==> config.mk <==
export PLATFORM = sky130hd
export DESIGN_NAME = ascon_state_serializer
export DESIGN_NICKNAME = d
export VERILOG_FILES = /design/src/rtl/ascon_state_serializer.sv
export SDC_FILE = /design/constraint.sdc
export NUM_CORES = 1
export LEC_CHECK = 0
export BUFFER_PORTS_ARGS = -buffer_cell sky130_fd_sc_hd__buf_2
export CORE_ASPECT_RATIO = 1.1
export CORE_MARGIN = 4
export CORE_UTILIZATION = 34
export CTS_BUF_LIST = sky130_fd_sc_hd__clkbuf_8
export CTS_CLUSTER_DIAMETER = 30
export DETAILED_ROUTE_END_ITERATION = 10
export PLACE_DENSITY = 0.65
export SYNTH_ARGS = -nofsm -noshare
export SYNTH_HDL_FRONTEND = slang
export SYNTH_SLANG_ARGS = --single-unit
==> constraint.sdc <==
create_clock -name clk -period 14.4 [get_ports clk]
set_input_delay 1.44 -clock clk [delete_from_list [all_inputs] [get_ports clk]]
set_output_delay 1.44 -clock clk [all_outputs]
set_load 0.03 [all_outputs]
==> src/rtl/ascon_state_serializer.sv <==
// ascon_state_serializer: captures a 320-bit ASCON state in one cycle and
// drains a window of its 64-bit words (x0..x4) over a valid/ready stream.
// Word k of the state is x_k, with x0 held in the most significant bits.
module ascon_state_serializer #(
  parameter int WORD_W   = 64,
  parameter int NB_WORDS = 5
) (
  input  logic                       clk,
  input  logic                       reset,
  input  logic                       load_i,
  input  logic [WORD_W*NB_WORDS-1:0] state_i,
  input  logic [2:0]                 first_i,
  input  logic [2:0]                 count_i,
  output logic                       ready_o,
  output logic [WORD_W-1:0]          word_o,
  output logic                       valid_o,
  input  logic                       ready_i,
  output logic                       last_o,
  output logic [2:0]                 index_o,
  output logic                       done_o
);

  typedef enum logic {
    S_IDLE = 1'b0,
    S_SEND = 1'b1
  } fsm_t;

  fsm_t                       fsm_q, fsm_d;
  logic [WORD_W*NB_WORDS-1:0] state_q, state_d;
  logic [2:0]                 idx_q, idx_d;
  logic [2:0]                 rem_q, rem_d;
  logic                       done_q, done_d;

  logic [2:0]                 first_san;
  logic [2:0]                 count_san;
  logic [WORD_W-1:0]          words [NB_WORDS];

  // Split the captured state into its individual words, x0 at the top.
  generate
    for (genvar gi = 0; gi < NB_WORDS; gi++) begin : g_words
      assign words[gi] = state_q[(NB_WORDS-1-gi)*WORD_W +: WORD_W];
    end
  endgenerate

  // Out-of-range first index restarts at x0; oversized counts cover the whole state.
  always_comb begin
    first_san = (first_i >= 3'(NB_WORDS)) ? 3'd0 : first_i;
    count_san = (count_i > 3'(NB_WORDS))  ? 3'(NB_WORDS) : count_i;
  end

  // Next-state logic: capture in IDLE, advance the window on each accepted word.
  always_comb begin
    fsm_d   = fsm_q;
    state_d = state_q;
    idx_d   = idx_q;
    rem_d   = rem_q;
    done_d  = 1'b0;
    case (fsm_q)
      S_IDLE: begin
        if (load_i) begin
          state_d = state_i;
          idx_d   = first_san;
          rem_d   = count_san;
          if (count_san == 3'd0) begin
            // Empty window: report completion without emitting anything.
            done_d = 1'b1;
          end else begin
            fsm_d = S_SEND;
          end
        end
      end
      S_SEND: begin
        // valid_o is always high here, so ready_i alone marks a transfer.
        if (ready_i) begin
          if (rem_q == 3'd1) begin
            fsm_d  = S_IDLE;
            rem_d  = 3'd0;
            done_d = 1'b1;
          end else begin
            rem_d = rem_q - 3'd1;
            idx_d = (idx_q == 3'(NB_WORDS-1)) ? 3'd0 : idx_q + 3'd1;
          end
        end
      end
    endcase
  end

  // State register with asynchronous clear.
  always_ff @(posedge clk or posedge reset) begin
    if (reset) begin
      fsm_q   <= S_IDLE;
      state_q <= '0;
      idx_q   <= 3'd0;
      rem_q   <= 3'd0;
      done_q  <= 1'b0;
    end else begin
      fsm_q   <= fsm_d;
      state_q <= state_d;
      idx_q   <= idx_d;
      rem_q   <= rem_d;
      done_q  <= done_d;
    end
  end

  // Outputs are decoded straight from registers so reset clears them at once.
  always_comb begin
    word_o = '0;
    for (int k = 0; k < NB_WORDS; k++) begin
      if (idx_q == 3'(k)) begin
        word_o = words[k];
      end
    end
    ready_o = (fsm_q == S_IDLE);
    valid_o = (fsm_q == S_SEND);
    last_o  = (fsm_q == S_SEND) && (rem_q == 3'd1);
    index_o = idx_q;
    done_o  = done_q;
  end

endmodule

### Word level (Yosys, flattened, before mapping)

Index checks and enable logic that the tools add are counted.

* bits in registers: 328
* output and inout bits: 71

* add/sub/neg operators: 2
* magnitude comparators: 2
* equal/unequal tests: 8
* muxes and demuxes: 26
* bitwise logic cells: 1
* reduce and logical (&&, ||, !) cells: 6

Operators with widths (count)
* two-way mux 64 bit: 5
* two-way mux 3 bit: 9
* one-hot mux 3 bit (2 select lines): 2
* two-way mux 1 bit: 8
* == test 3 x 1 -> 1 bit (second input constant): 2
* == test 3 x 2 -> 1 bit (second input constant): 2
* zero test 3 bit: 2
* != test 2 bit (second input constant): 3
* one-hot mux 1 bit (2 select lines): 2
* AND reduction 2 bit: 2
* adder 3 x 1 -> 3 bit (second input constant): 1
* == test 3 bit (second input constant): 1
* greater-or-equal comparator 3 bit (second input constant): 1
* > comparator 3 bit (second input constant): 1
* AND reduction 3 bit: 1
* subtractor 3 x 1 -> 3 bit (second input constant): 1
* logical AND 1 bit: 1
* NOT 1 bit: 1

### Logic depth before layout (Yosys ltp)

* depth in word-level cells: 6
* gate-level depth with buffers: 7
* depth with buffers taken out: 5

### Worst setup path before layout

No wires, ideal clock.

* kind: register to output
* start point: register idx_q[0], in the netlist index_o[0]
* end point: output word_o[23]
* data arrival time: 2002 ps
* data required time: 12960 ps
* slack: 10958 ps
* stages on the path, launching flop included: 7
* path buffers: 2
* path through: dfrtp_1 ha_1 ha_1 buf_2 clkbuf_1 a21oi_1 o22ai_1

* longest elaborated chain between the ends: 6

RTL lines
* start: declaration: RTL line 30 `logic [2:0] idx_q, idx_d;`
* start signal: assignment: RTL line 99 `idx_q <= idx_d;`
* zero test 3 bit: RTL line 109 `if (idx_q == 3'(k)) begin`
* two-way mux 64 bit (4 in series): RTL line 109
* two-way mux 64 bit *: RTL line 109
* end: declaration: RTL line 15 `output logic [WORD_W-1:0] word_o,`

Every way passes the cells marked *; elsewhere a longest branch is shown, timed or not.

### Worst setup path in the final report

* start point: register idx_q[1], in the netlist index_o[1]
* end point: output word_o[45]

Same word-level chain as after synthesis.

==> impl_results.md <==
- Status: finished clean
- Tot GR Track Use: 0.209
- Initial Utilization: 0.344
- Arrival @ worst endpoint: around 4000 ps
- P_leak: roughly 0.010 uW
- Via-to-Cell Ratio: ~5.0
- Tot Pwr: a little under 5000 uW
- Max VDD drop: 129 uV
- Synth-to-layout area growth: 26.1%
- Hold Crit Class: flop to flop
- Flops & latches, synth: approximately 330
- CP Class: flop to output port
- Initial antenna violation count: 17
- Vias in the first global route: between 10000 and 15000
- CTS tree: yes
- Largest net degree at the start of global routing: 118
- Util after Layout: 0.434
- Core area: 43300 um2
- Antenna Nets Post-Route: 0
- Total detailed-routing wirelength: 51100 um
- Share of the synthesized area in the top cell type: 0.551
- CP cell instances: inv_1 > ha_4 > nor2b_4 > buf_4 > a221oi_1 > o22ai_1 > buf_2
- Sequential fraction of the synthesis area: 0.551
- Final min period: 5410 ps
- Synth warnings: 0
- Clock Tree Root: clkbuf_8
- Fmax: ~180 MHz
- CTS Buf Count: 80
- Initial drt markers: roughly 1100
- Worst Path Max Fanout: 65
- Layout cell share with drive strength beyond 1: 0.251
- Wire per inst: ~18 um
- Final slew viol count: 0
- Slowest-stage cell, CP: nor2b_4
- Port Buf Inserts: 400
- Synthesized netlist cell count: between 1500 and 2000
- GP Congestion: about 0.90
- Dominant cells by area after synthesis: dfrtp_1 55%, nand2_1 24%, a221oi_1 3.8%, buf_6 2.9%, o22ai_1 2.7%
- Filler cells: 4375
- Worst Clk Skew: about 32 ps
- H-tree levels: 3
- Die Wd: 208 um
- Synthesized cell area: about 15000 um2
- CP peak stage delay: slightly below 900 ps
- Clk_lat worst skew: about 650 ps
- Final Hold Vio Count: 0
- First-pass GRT wire length: between 70000 and 80000 um
- FFs w/ async S/R, synth: 1.00
- DRT Pass-1 Iters: 5
- Max-cap violation count: 0
- Final net count: between 2000 and 2500
- Io pins: between 400 and 500
- Largest area contributor in the netlist: dfrtp_1
- Power per cell area: 258 nW/um2
- CP Launch Type: flop
- Most common cell in the netlist: nand2_1
- Critical Path Sink Type: output port
- Post-DP HPWL: roughly 32000 um
- Post-CTS setup buffer count: 0
- Cts hold-fix bufs: 0
- Syn Area/Cell: between 8 and 9 um2
- Fin crit share: 0.376
- Data required, critical path: 12960 ps
- DRC: 0
- DIE HEIGHT: 228 um
- Yosys cell types: 36
- # setup viols final: 0
- Worst-Margin Slew: between 1000 and 1500 ps
- Via count: between 10000 and 15000
- List of most frequent post-synthesis cells: 963 x nand2_1, 328 x dfrtp_1, 69 x a21oi_1
- Syn_nets: ~2100
- Sink Count: around 330
- RSZ-0062 raised after global routing: false
- Die area: 47200 um2
- GRT overflow: 0
- Main flop type after synthesis: dfrtp_1
- Clk buf depth: 3
- Max_slew headroom: 0.232
- CTS resizes: 0
- Clock Pin Slew Worst Setup and Hold Paths: 50 ps
- Number of flops mapped to enable cells by yosys: 0
- Setup TNS: 0 ps
- Std cell rows: 80
==> where the power goes <==
group	internal (uW)	switching [uW]
Clock	776	475
Combinational	613	1390
Sequential	1350	238
Total	2740	2110
==> worst max-delay path, delay by kind of cell (launching register included) <==
| kind | cells | cell delay [ps] |
|---|---|---|
| AND/OR/NAND/NOR | 1 | 870 |
| flip-flops | 1 | 430 |
| AO/OA/AOI/OAI | 2 | 490 |
| adder cells (fa/ha/maj) | 1 | 470 |
| buffers and inverters | 3 | 1030 |
==> per-layer routing <==
metal / up-vias / global-route usage / wire (um)
met5: - / 0 / 59
met4: 10 / 0.0966 / 1840
met3: 112 / 0.0624 / 4410
met2: 626 / 0.348 / 24600
met1: 6788 / 0.252 / 20200
li1: 6575 / - / -
==> state kept, by name, indices dropped and copies added, names as in the netlist <==
name and flops:
state_q 320, index_o 3, valid_o 1, rem_q 3, done_o 1
==> area by class of cell <==
type                            instances  area [um2]  share of cell area
Inverter                               10        45.0             0.00240
Tap cell                              574         718              0.0382
Clock inverter                         52         543              0.0289
Sequential cell                       328        8210               0.437
Timing Repair Buffer                  414        2110               0.112
Antenna cell                            9        22.5             0.00120
Multi-Input combinational cell       1327        5870               0.312
Clock buffer                           93        1280              0.0681
==> final timing paths <==
check	slack (ps)	startpoint	endpoint	cells after the start
worst min-delay path	470	state_q[138]	state_q[138]	2
worst max register to register	10860	valid_o	state_q[56]	5
max in group asynchronous	11840	reset	state_q[41]	3
worst max-delay path	8990	index_o[1]	word_o[45]	7
min in group asynchronous	920	reset	state_q[100]	2
worst min register to register	470	state_q[138]	state_q[138]	2
==> cells by family after synthesis <==
kind of cell               after synthesis  synth area share
and+or+nand+nor                       1044             0.266
DFF                                    328             0.551
AOI/OAI and AO/OA                      272             0.115
buffers and inverters                  136            0.0595
adders and majority gates                7           0.00588
muxes                                    4           0.00277
==> cell usage in the layout (no fill, tap or decap), drive strengths merged, types with 2 or more instances in the layout <==
cell and count:
nor2b 5, clkinvlp 7, o22ai 64, nand2b 3, o21ai 67, a21oi 69, bufinv 10, diode 9
clkbuf 93, clkinv 17, nor2 67, dfrtp 328, a31oi 2, inv 28, nand2 963, buf 414
ha 7, mux2i 3, a221oi 64
==> metrics by stage <==
step	std cells	hold slack, ps	area, um2	setup WS [ps]
detailed placement	2653	457	16900	9670
global placement	2653	453	16900	9800
CTS	2798	470	18800	8920
finish	2807	468	18800	8990
global route	2804	487	18800	8840
floorplan	1791	440	14900	3880
(Power assumes the default switching activity.)
